### src/rtl/cam_pkg.sv
// Shared types and default sizes for the camera frame-capture path.
package cam_pkg;

  localparam int FRAME_PIXELS_DEF = 76800;
  localparam int ADDR_W_DEF       = 17;
  localparam int DATA_W_DEF       = 16;

  typedef enum logic [1:0] {
    IDLE,
    WAIT_SOF,
    CAPTURE,
    COMMIT
  } cap_state_t;

  typedef logic bank_t;

endpackage

### src/rtl/bank_tracker.sv
// Ping-pong bank occupancy: full flags, oldest-unread pointer, commit/ack arbitration.
module bank_tracker
  import cam_pkg::*;
(
  input  logic       clk,
  input  logic       rst,
  input  logic       commit,
  input  bank_t      commit_bank,
  input  logic       ack,
  output logic [1:0] full,
  output logic       frame_ready,
  output bank_t      rd_bank
);

  logic [1:0] full_q;
  logic [1:0] full_nxt;
  bank_t      oldest;
  logic       ack_ok;

  assign ack_ok = ack & (|full_q);

  // Apply the ack first so a commit into the bank being freed still leaves it full
  always_comb begin
    full_nxt = full_q;
    if (ack_ok) full_nxt[oldest] = 1'b0;
    if (commit) full_nxt[commit_bank] = 1'b1;
  end

  always_ff @(posedge clk or posedge rst) begin
    if (rst) begin
      full_q <= 2'b00;
      oldest <= 1'b0;
    end else begin
      full_q <= full_nxt;
      if (ack_ok) oldest <= ~oldest;
    end
  end

  assign full        = full_q;
  assign frame_ready = |full_q;
  assign rd_bank     = oldest;

endmodule

### src/rtl/frame_capture_ctrl.sv
// Arms frame capture, validates pixel counts and commits whole frames into a two-bank buffer.
module frame_capture_ctrl
  import cam_pkg::*;
#(
  parameter int FRAME_PIXELS = FRAME_PIXELS_DEF,
  parameter int ADDR_W       = ADDR_W_DEF,
  parameter int DATA_W       = DATA_W_DEF,
  parameter int DROP_W       = 8
) (
  input  logic              p_clock,
  input  logic              reset,
  input  logic              cap_start,
  input  logic              cap_continuous,
  input  logic              pixel_valid,
  input  logic [DATA_W-1:0] pixel_data,
  input  logic [ADDR_W-1:0] pixel_addr,
  input  logic              frame_done,
  output logic              wr_en,
  output logic [ADDR_W:0]   wr_addr,
  output logic [DATA_W-1:0] wr_data,
  output logic              frame_ready,
  output logic              rd_bank,
  input  logic              frame_ack,
  output logic              busy,
  output logic              frame_err,
  output logic [DROP_W-1:0] drop_cnt
);

  localparam int CNT_W = $clog2(FRAME_PIXELS + 1);
  localparam logic [CNT_W-1:0] CNT_FULL = CNT_W'(FRAME_PIXELS);
  localparam logic [ADDR_W:0]  ADDR_LIM = (ADDR_W + 1)'(FRAME_PIXELS);

  function automatic logic [DROP_W-1:0] sat_inc(input logic [DROP_W-1:0] v);
    return (&v) ? v : v + DROP_W'(1);
  endfunction

  cap_state_t       state, state_nxt;
  bank_t            wbank;
  logic [CNT_W-1:0] count, cnt_now;
  logic             bad;
  logic [1:0]       full;
  logic             in_cap, reject, accept, frame_ok;
  logic             commit, drop, err_set, wr_stb_p0;

  // A pixel is refused once the frame is already full or its address is out of range
  assign in_cap   = (state == CAPTURE);
  assign reject   = in_cap & pixel_valid &
                    (({1'b0, pixel_addr} >= ADDR_LIM) | (count == CNT_FULL));
  assign accept   = in_cap & pixel_valid & ~reject;
  assign cnt_now  = accept ? count + CNT_W'(1) : count;
  assign frame_ok = (cnt_now == CNT_FULL) & ~(bad | reject);

  always_ff @(posedge p_clock or posedge reset) begin
    if (reset) state <= IDLE;
    else       state <= state_nxt;
  end

  always_comb begin
    state_nxt = state;
    unique case (state)
      IDLE:     if (cap_start) state_nxt = WAIT_SOF;
      WAIT_SOF: if (frame_done && !full[wbank]) state_nxt = CAPTURE;
      CAPTURE:  if (frame_done) state_nxt = frame_ok ? COMMIT : WAIT_SOF;
      COMMIT: begin
        if (!cap_continuous)  state_nxt = IDLE;
        else if (full[~wbank]) state_nxt = WAIT_SOF;
        else                   state_nxt = CAPTURE;
      end
      default:  state_nxt = IDLE;
    endcase
  end

  always_comb begin
    commit    = (state == COMMIT);
    drop      = (state == WAIT_SOF) & frame_done & full[wbank];
    err_set   = in_cap & frame_done & ~frame_ok;
    wr_stb_p0 = accept;
    busy      = (state != IDLE);
  end

  always_ff @(posedge p_clock or posedge reset) begin
    if (reset) begin
      wr_en     <= 1'b0;
      wr_addr   <= '0;
      wr_data   <= '0;
      count     <= '0;
      bad       <= 1'b0;
      wbank     <= 1'b0;
      frame_err <= 1'b0;
      drop_cnt  <= '0;
    end else begin
      wr_en <= wr_stb_p0;
      if (wr_stb_p0) begin
        wr_addr <= {wbank, pixel_addr};
        wr_data <= pixel_data;
      end
      if (in_cap) begin
        count <= cnt_now;
        bad   <= bad | reject;
      end else begin
        count <= '0;
        bad   <= 1'b0;
      end
      if (commit) wbank <= ~wbank;
      if (err_set)        frame_err <= 1'b1;
      else if (cap_start) frame_err <= 1'b0;
      if (drop) drop_cnt <= sat_inc(drop_cnt);
    end
  end

  bank_tracker u_bank_tracker (
    .clk         (p_clock),
    .rst         (reset),
    .commit      (commit),
    .commit_bank (wbank),
    .ack         (frame_ack),
    .full        (full),
    .frame_ready (frame_ready),
    .rd_bank     (rd_bank)
  );

endmodule

### config.mk
export PLATFORM = sky130hd
export DESIGN_NAME = frame_capture_ctrl
export DESIGN_NICKNAME = d
export VERILOG_FILES = /design/src/rtl/cam_pkg.sv /design/src/rtl/bank_tracker.sv /design/src/rtl/frame_capture_ctrl.sv
export SDC_FILE = /design/constraint.sdc
export NUM_CORES = 1
export LEC_CHECK = 0
export CORE_ASPECT_RATIO = 0.5
export CORE_MARGIN = 2
export CORE_UTILIZATION = 40
export DETAILED_ROUTE_END_ITERATION = 8
export DONT_BUFFER_PORTS = 1
export PLACE_DENSITY_LB_ADDON = 0.15
export SYNTH_ARGS = -nofsm -noshare
export SYNTH_HDL_FRONTEND = slang
export SYNTH_SLANG_ARGS = --single-unit
### constraint.sdc
create_clock -name p_clock -period 2.5 [get_ports p_clock]
set_clock_uncertainty 0.1 [all_clocks]
set_input_delay 0.375 -clock p_clock [delete_from_list [all_inputs] [get_ports p_clock]]
set_output_delay 0.375 -clock p_clock [all_outputs]
set_load 0.1 [all_outputs]
==> insert_results.sql, run 1 <==
INSERT INTO impl_metrics (metric_group, metric, value, unit) VALUES
('global_routing', 'grtUsageTotal', '0.171', ''),
('logic_synthesis', 'yosysTopAreaCellShare', '0.515', ''),
('detailed_routing', 'drc_errors', '0', ''),
('detailed_routing', 'post_drt_wl_per_cell', '15.9', 'um'),
('cells_and_area', 'synthToLayoutAreaGrowth', '25.4', '%'),
('logic_synthesis', 'dominantRegCellSynth', 'dfrtp_1', ''),
('placed_design', 'placement.io_buffers', '0', ''),
('cells_and_area', 'post-route-cell-area', '4140', 'um^2'),
('setup_path', 'cell_with_the_largest_stage_delay_on_the_worst_path', 'or4_4', ''),
('logic_synthesis', 'synth_area', '3300', 'um^2'),
('floorplan', 'die_width', '132', 'um'),
('clock_tree', 'insertion_delay', '330', 'ps'),
('global_routing', 'grt.overflow.total', '0', ''),
('logic_synthesis', 'synth_top_family_by_area', 'simple AND/OR/NAND/NOR gates', ''),
('clock_tree', 'clock-sinks', '68', ''),
('placed_design', 'hpwl', '5.26', 'mm'),
('detailed_routing', 'dr.first_iter.drc_count', '127', ''),
('run_status', 'result_of_the_run', 'complete, no violations', ''),
('clock_tree', 'cts_max_path_buffers', '2', ''),
('detailed_routing', 'via_count', '2387', ''),
('logic_synthesis', 'synthSimpleGateAreaFrac', '0.167', ''),
('logic_synthesis', 'synth_cell_count_leaders', '68 x dfrtp_1, 34 x mux2_2, 22 x nor2_1', ''),
('logic_synthesis', 'yosysTopAreaCell', 'dfrtp_1', ''),
('sta', 'rsz0062_at_grt', 'true', ''),
('cells_and_area', 'num-nets-final', '383', ''),
('sta', 'final.period_utilization', '0.978', ''),
('setup_path', 'worst-path-max-fanout', '6', ''),
('sta', 'finalHoldViolCount', '0', ''),
('setup_path', 'critical-path-max-stage-delay', '550', 'ps'),
('floorplan', 'initial_core_util', '0.413', ''),
('floorplan', 'die_area', '9040', 'um^2'),
('logic_synthesis', 'post_synth.cell_area_avg', '11.2', 'um^2'),
('setup_path', 'cp_data_arrival_time', '2560', 'ps'),
('global_routing', 'grt_max_degree', '69', ''),
('clock_tree', 'tritoncts_buffer_count', '9', ''),
('logic_synthesis', 'synth_edf_count', '0', ''),
('hold_path', 'worstHoldPathType', 'in2reg', ''),
('detailed_routing', 'drt_wl_total', '7.27', 'mm'),
('logic_synthesis', 'synth.lib_cells_used.distinct', '50', ''),
('global_routing', 'number_of_global_route_vias_before_repair', '2323', ''),
('cells_and_area', 'post_route_cells_drive_above_1_share', '0.330', ''),
('logic_synthesis', 'yosysWarnings', '0', ''),
('placed_design', 'gpl_congestion', '0.948', ''),
('sta', 'post-route-min-period', '2440', 'ps'),
('logic_synthesis', 'seq_area_frac_synth', '0.515', ''),
('sta', 'report.final.setup_viol', '0', ''),
('global_routing', 'grt_pass1_wl', '11.7', 'mm'),
('logic_synthesis', 'yosys.cell_count.top_type', 'dfrtp_1', ''),
('logic_synthesis', 'synth_mux_area_frac', '0.125', ''),
('cells_and_area', 'number_of_antenna_cells_inserted', '0', ''),
('sta', 'max_slew_margin', '0.377', ''),
('sta', 'worst_pin_slew', '934', 'ps'),
('setup_path', 'crit_path_cell_trace', 'or4_4 -> nor4_4 -> buf_4 -> nor2_4 -> buf_4 -> and4_1 -> o221ai_2 -> buf_4 -> nor3_1 -> a21o_1', ''),
('detailed_routing', 'drt_first_pass_iters', '4', ''),
('setup_path', 'cp_common_cell', 'buf_4', ''),
('clock_tree', 'cts.root.buffer_cell', 'clkbuf_16', ''),
('floorplan', 'floorplan.core_area', '8000', 'um^2'),
('logic_synthesis', 'synth_top_cells_by_area', 'dfrtp_1 52%, mux2_2 12%, xnor2_1 4.5%, xor2_1 3.4%, nor2_1 2.5%', ''),
('logic_synthesis', 'synth_fa_ha_area_frac', '0.0114', ''),
('logic_synthesis', 'synth-xor-area-share', '0.0796', ''),
('logic_synthesis', 'syn_inst', '296', ''),
('setup_path', 'timing.critical_path.buf_inv', '3', ''),
('setup_path', 'crit_path_start_kind', 'flop', ''),
('detailed_routing', 'detail-route-antenna-nets', '0', ''),
('placed_design', 'post_dp_cell_area', '3710', 'um^2'),
('clock_tree', 'h-tree-depth', '3', ''),
('logic_synthesis', 'synth_compound_gate_area_share', '0.0674', ''),
('setup_path', 'timing.critical_path.to_type', 'flop', ''),
('setup_path', 'cell_family_contributing_the_most_delay_on_the_critical_path', 'simple AND/OR/NAND/NOR gates', ''),
('logic_synthesis', 'ys_seq_elements', '68', ''),
('floorplan', 'num_rows', '23', '');
## cell families after synthesis
| group | after synthesis |
|---|---|
| AO/OA/AOI/OAI | 32 |
| AND/OR/NAND/NOR | 101 |
| flip-flops | 68 |
| adder cells (fa/ha/maj) | 3 |
| XOR/XNOR | 30 |
| buffers and inverters | 25 |
| multiplexers | 37 |
## per-layer routing
layer / up-vias / track usage / part of all wire
li1: 1132 / - / -
met1: 1167 / 0.216 / 0.44
met2: 78 / 0.264 / 0.47
met3: 10 / 0.0748 / 0.076
met4: 0 / 0.0645 / 0.014
met5: - / 0 / 0
## path summary, 6_finish.rpt
check | from | endpoint | slack (ps) | depth (start not counted)
setup / recovery | count[9] | state[1] | 60 | 10
hold / removal | cap_start | frame_err | 90 | 1
setup reg to reg | count[9] | state[1] | 60 | 10
hold reg to reg | u_bank_tracker.full[1] | u_bank_tracker.full[1] | 430 | 1
max in group asynchronous | reset | count[10] | 1520 | 3
min in group asynchronous | reset | u_bank_tracker.rd_bank | 460 | 3
## layout make-up
class | instances | area [um^2]
fill | 738 | 3860
clock inverter | 5 | 83.8
tap | 112 | 140
multi-input combinational | 203 | 1540
sequential | 68 | 1700
timing repair buffer | 47 | 380
clock buffer | 11 | 253
inverter | 11 | 41.3
## flip-flops by register name, summed over array words and instances (netlist names)
signal,count
wr_en,1
wbank,1
wr_data,16
count,17
state,2
u_bank_tracker.full,2
bad,1
wr_addr,18
frame_err,1
u_bank_tracker.rd_bank,1
drop_cnt,8
## cell usage in the layout, fill, tap and decap left out, drive strengths merged, types with 3 or more instances in the layout
cell    synthesis  layout
a21oi           6       6
and2            3       3
and3            6       6
buf             5      46
clkbuf          9      11
dfrtp          68      68
ha              3       3
inv            11      11
mux2           34      34
mux2i           3       3
nand2          19      19
nand3          14      14
nand4           5       5
nand4b          3       3
nor2           23      23
nor3            8       8
o21ai           7       7
or2             3       3
or3             3       3
xnor2          17      17
xor2           13      13
## per-stage QoR
stage,hold WS [ps],setup WS [ps],std cells,TNS [ps],util
finish,93.1,55.1,457,0,0.518
global route,73.8,-21.8,457,-34.5,0.518
CTS,82.0,-16.4,455,-16.4,0.511
detailed placement,269,13.8,435,0,0.464
global placement,259,34.0,435,0,0.464
floorplan,399,-129,296,-129,-
## repair_timing
item	4_1_cts	5_1_grt
pin swaps	2	7
endpoints found under the hold margin	68	0
setup buffers	3	2
hold buffers	1	0
gates resized for setup	2	6
setup endpoints to repair	1	4
Power of run 1 is left out: the tool's default activity adds up to more than one toggle a clock period on the data nets, which glitch-free logic cannot reach.
==> run 2, diff against run 1 <==
CTS_CLUSTER_DIAMETER = 120   (was default)
SKIP_CTS_REPAIR_TIMING = 1   (was default)
==> run 2 against run 1 <==
  * Non-clock buffer count shrank 5
  * Worst setup slack got worse by 13 ps
  * Utilization is 0.72 points lower
  * Highest routed layer unchanged
  * Critical path depth fell by 2
  * Die area is the same
  * Largest cell class unchanged
  * Maximum frequency down 0.52%
  * Global-route usage shrank 0.12 points
  * First-iteration DRC count up 2.4%
  * Sequential cell count unchanged
  * Worst hold slack gained 0.69 ps
  * Register-to-register slack about the same
  * Cell count down 1.1%
==> insert_results.sql, run 2 (same netlist as run 1, synthesis figures left out) <==
INSERT INTO impl_metrics (metric_group, metric, value, unit) VALUES
('clock_tree', 'cts_max_path_buffers', '2', ''),
('cells_and_area', 'number_of_antenna_cells_inserted', '0', ''),
('placed_design', 'dp.cells', '435', ''),
('global_routing', 'antenna_found_initial', '0', ''),
('sta', 'fmax', '0.407', 'GHz'),
('global_routing', 'grtUsageTotal', '0.170', ''),
('cells_and_area', 'layout.cells.most_common_list', '68 x dfrtp_1, 38 x buf_4, 34 x mux2_2', ''),
('setup_path', 'cp_data_arrival_time', '2540', 'ps'),
('sta', 'final-max-slew-violation-count', '0', ''),
('sta', 'rsz0062_at_grt', 'true', ''),
('global_routing', 'grt_max_degree', '69', ''),
('clock_tree', 'insertion_delay', '330', 'ps'),
('global_routing', 'grt_pass1_wl', '11.7', 'mm'),
('sta', 'finalHoldViolCount', '0', ''),
('cells_and_area', 'number_of_flip_flops_under_the_largest_register_name', '18', ''),
('run_status', 'result_of_the_run', 'complete, no violations', ''),
('clock_tree', 'h-tree-depth', '3', ''),
('hold_path', 'worstHoldPathType', 'in2reg', ''),
('setup_path', 'timing.critical_path.to_type', 'flop', ''),
('detailed_routing', 'drt_first_pass_iters', '4', ''),
('setup_path', 'crit_path_start_kind', 'flop', ''),
('cells_and_area', 'num-nets-final', '378', ''),
('placed_design', 'gpl_congestion', '0.948', ''),
('clock_tree', 'tritoncts_buffer_count', '9', ''),
('cells_and_area', 'mostFrequentLayoutCell', 'dfrtp_1', ''),
('cells_and_area', 'multi_input_comb_area', '1520', 'um^2'),
('setup_path', 'worst-path-max-fanout', '7', ''),
('sta', 'final.period_utilization', '0.983', ''),
('cells_and_area', 'final.fill_count', '749', ''),
('detailed_routing', 'drc_errors', '0', ''),
('detailed_routing', 'routed_via_density', '5.25', ''),
('floorplan', 'die_width', '132', 'um'),
('cells_and_area', 'synthToLayoutAreaGrowth', '23.6', '%'),
('cells_and_area', 'largest_register', 'wr_addr', ''),
('placed_design', 'placement.io_buffers', '0', ''),
('cells_and_area', 'layoutNonFillerInstCount', '452', ''),
('job', 'drv.max_cap_violation_count', '0', ''),
('sta', 'report.final.setup_viol', '0', ''),
('clock_tree', 'clk_pin_slew', '50', 'ps'),
('clock_tree', 'clock_tree_from_tritoncts', 'built', ''),
('floorplan', 'num_rows', '23', ''),
('cells_and_area', 'reg.largest.list', 'wr_addr x18, count x17, wr_data x16', ''),
('floorplan', 'die_area', '9040', 'um^2'),
('setup_path', 'criticalPathCategory', 'reg2reg', ''),
('floorplan', 'num_io_pins', '87', ''),
('placed_design', 'hpwl', '5.26', 'mm'),
('detailed_routing', 'via_count', '2373', ''),
('cells_and_area', 'post_route_cells_drive_above_1_share', '0.309', ''),
('clock_tree', 'clock-sinks', '68', ''),
('sta', 'max_slew_margin', '0.377', ''),
('global_routing', 'grt.overflow.total', '0', ''),
('global_routing', 'number_of_global_route_vias_before_repair', '2321', ''),
('detailed_routing', 'dr.first_iter.drc_count', '130', ''),
('cells_and_area', 'footprint_of_the_flip_flops_and_latches', '1700', 'um^2'),
('detailed_routing', 'drt_wl_total', '7.23', 'mm'),
('setup_path', 'cp_data_required_time', '2590', 'ps'),
('clock_tree', 'cts.root.buffer_cell', 'clkbuf_16', ''),
('detailed_routing', 'post_drt_wl_per_cell', '16.0', 'um'),
('sta', 'post-route-min-period', '2460', 'ps'),
('detailed_routing', 'detail-route-antenna-nets', '0', ''),
('floorplan', 'die_y', '68.2', 'um'),
('sta', 'worst_pin_slew', '935', 'ps'),
('floorplan', 'initial_core_util', '0.413', ''),
('floorplan', 'floorplan.core_area', '8000', 'um^2');
## run 2: cell count changes in the layout (fill, tap and decap cells not counted)
cell and delta:
o221ai_2 -1, o41ai_2 -1, o221ai_1 +1, o41ai_1 +1, buf_6 +1, nor3_1 +2, buf_4 -6, nor3_2 -2
## run 2: layout make-up
| class | count | area share |
|---|---|---|
| flip-flops and latches | 68 | 0.417 |
| multi-input cells | 203 | 0.371 |
| repair buffers | 42 | 0.0849 |
| clock buffers | 11 | 0.0619 |
| well taps | 112 | 0.0343 |
| clock inverters | 5 | 0.0205 |
| inverters | 11 | 0.0101 |
## run 2: final timing paths
kind / startpoint / to / slack, ps / cells after the start
max in group asynchronous: reset / frame_err / 1520 / 3
worst min-delay path: cap_start / frame_err / 90 / 1
worst max register to register: count[2] / frame_err / 40 / 8
worst min register to register: u_bank_tracker.full[1] / u_bank_tracker.full[1] / 430 / 1
worst max-delay path: count[2] / frame_err / 40 / 8
min in group asynchronous: reset / u_bank_tracker.rd_bank / 460 / 3
## run 2: stage by stage
stage / TNS [ps] / utilization / setup WS, ps / hold slack [ps] / cell area (um^2)
after floorplan: -129 / - / -129 / 399 / 3300
after global placement: 0 / 0.464 / 34.0 / 259 / 3710
after detailed placement: 0 / 0.464 / 13.8 / 269 / 3710
after CTS: -24.8 / 0.506 / -24.8 / -87.0 / 4050
after global routing: -32.7 / 0.510 / -32.7 / 73.8 / 4080
final: 0 / 0.510 / 42.3 / 93.7 / 4080
## run 2: layer usage
layer / share of wire / global-route usage / vias to the layer above
li1: - / - / 1121
met1: 0.45 / 0.215 / 1163
met2: 0.46 / 0.262 / 77
met3: 0.070 / 0.0719 / 12
met4: 0.015 / 0.0685 / 0
met5: 0 / 0 / -
## run 2: worst max-delay path, stage by stage, from the launching register on
cell and delay [ps]:
dfrtp_1 380, or4b_4 560, nor4_4 270, buf_6 170, nor2_4 60, a211oi_2 180
o221ai_1 170, o311ai_1 270, o221ai_1 150
Power of run 2 is left out for the same reason.
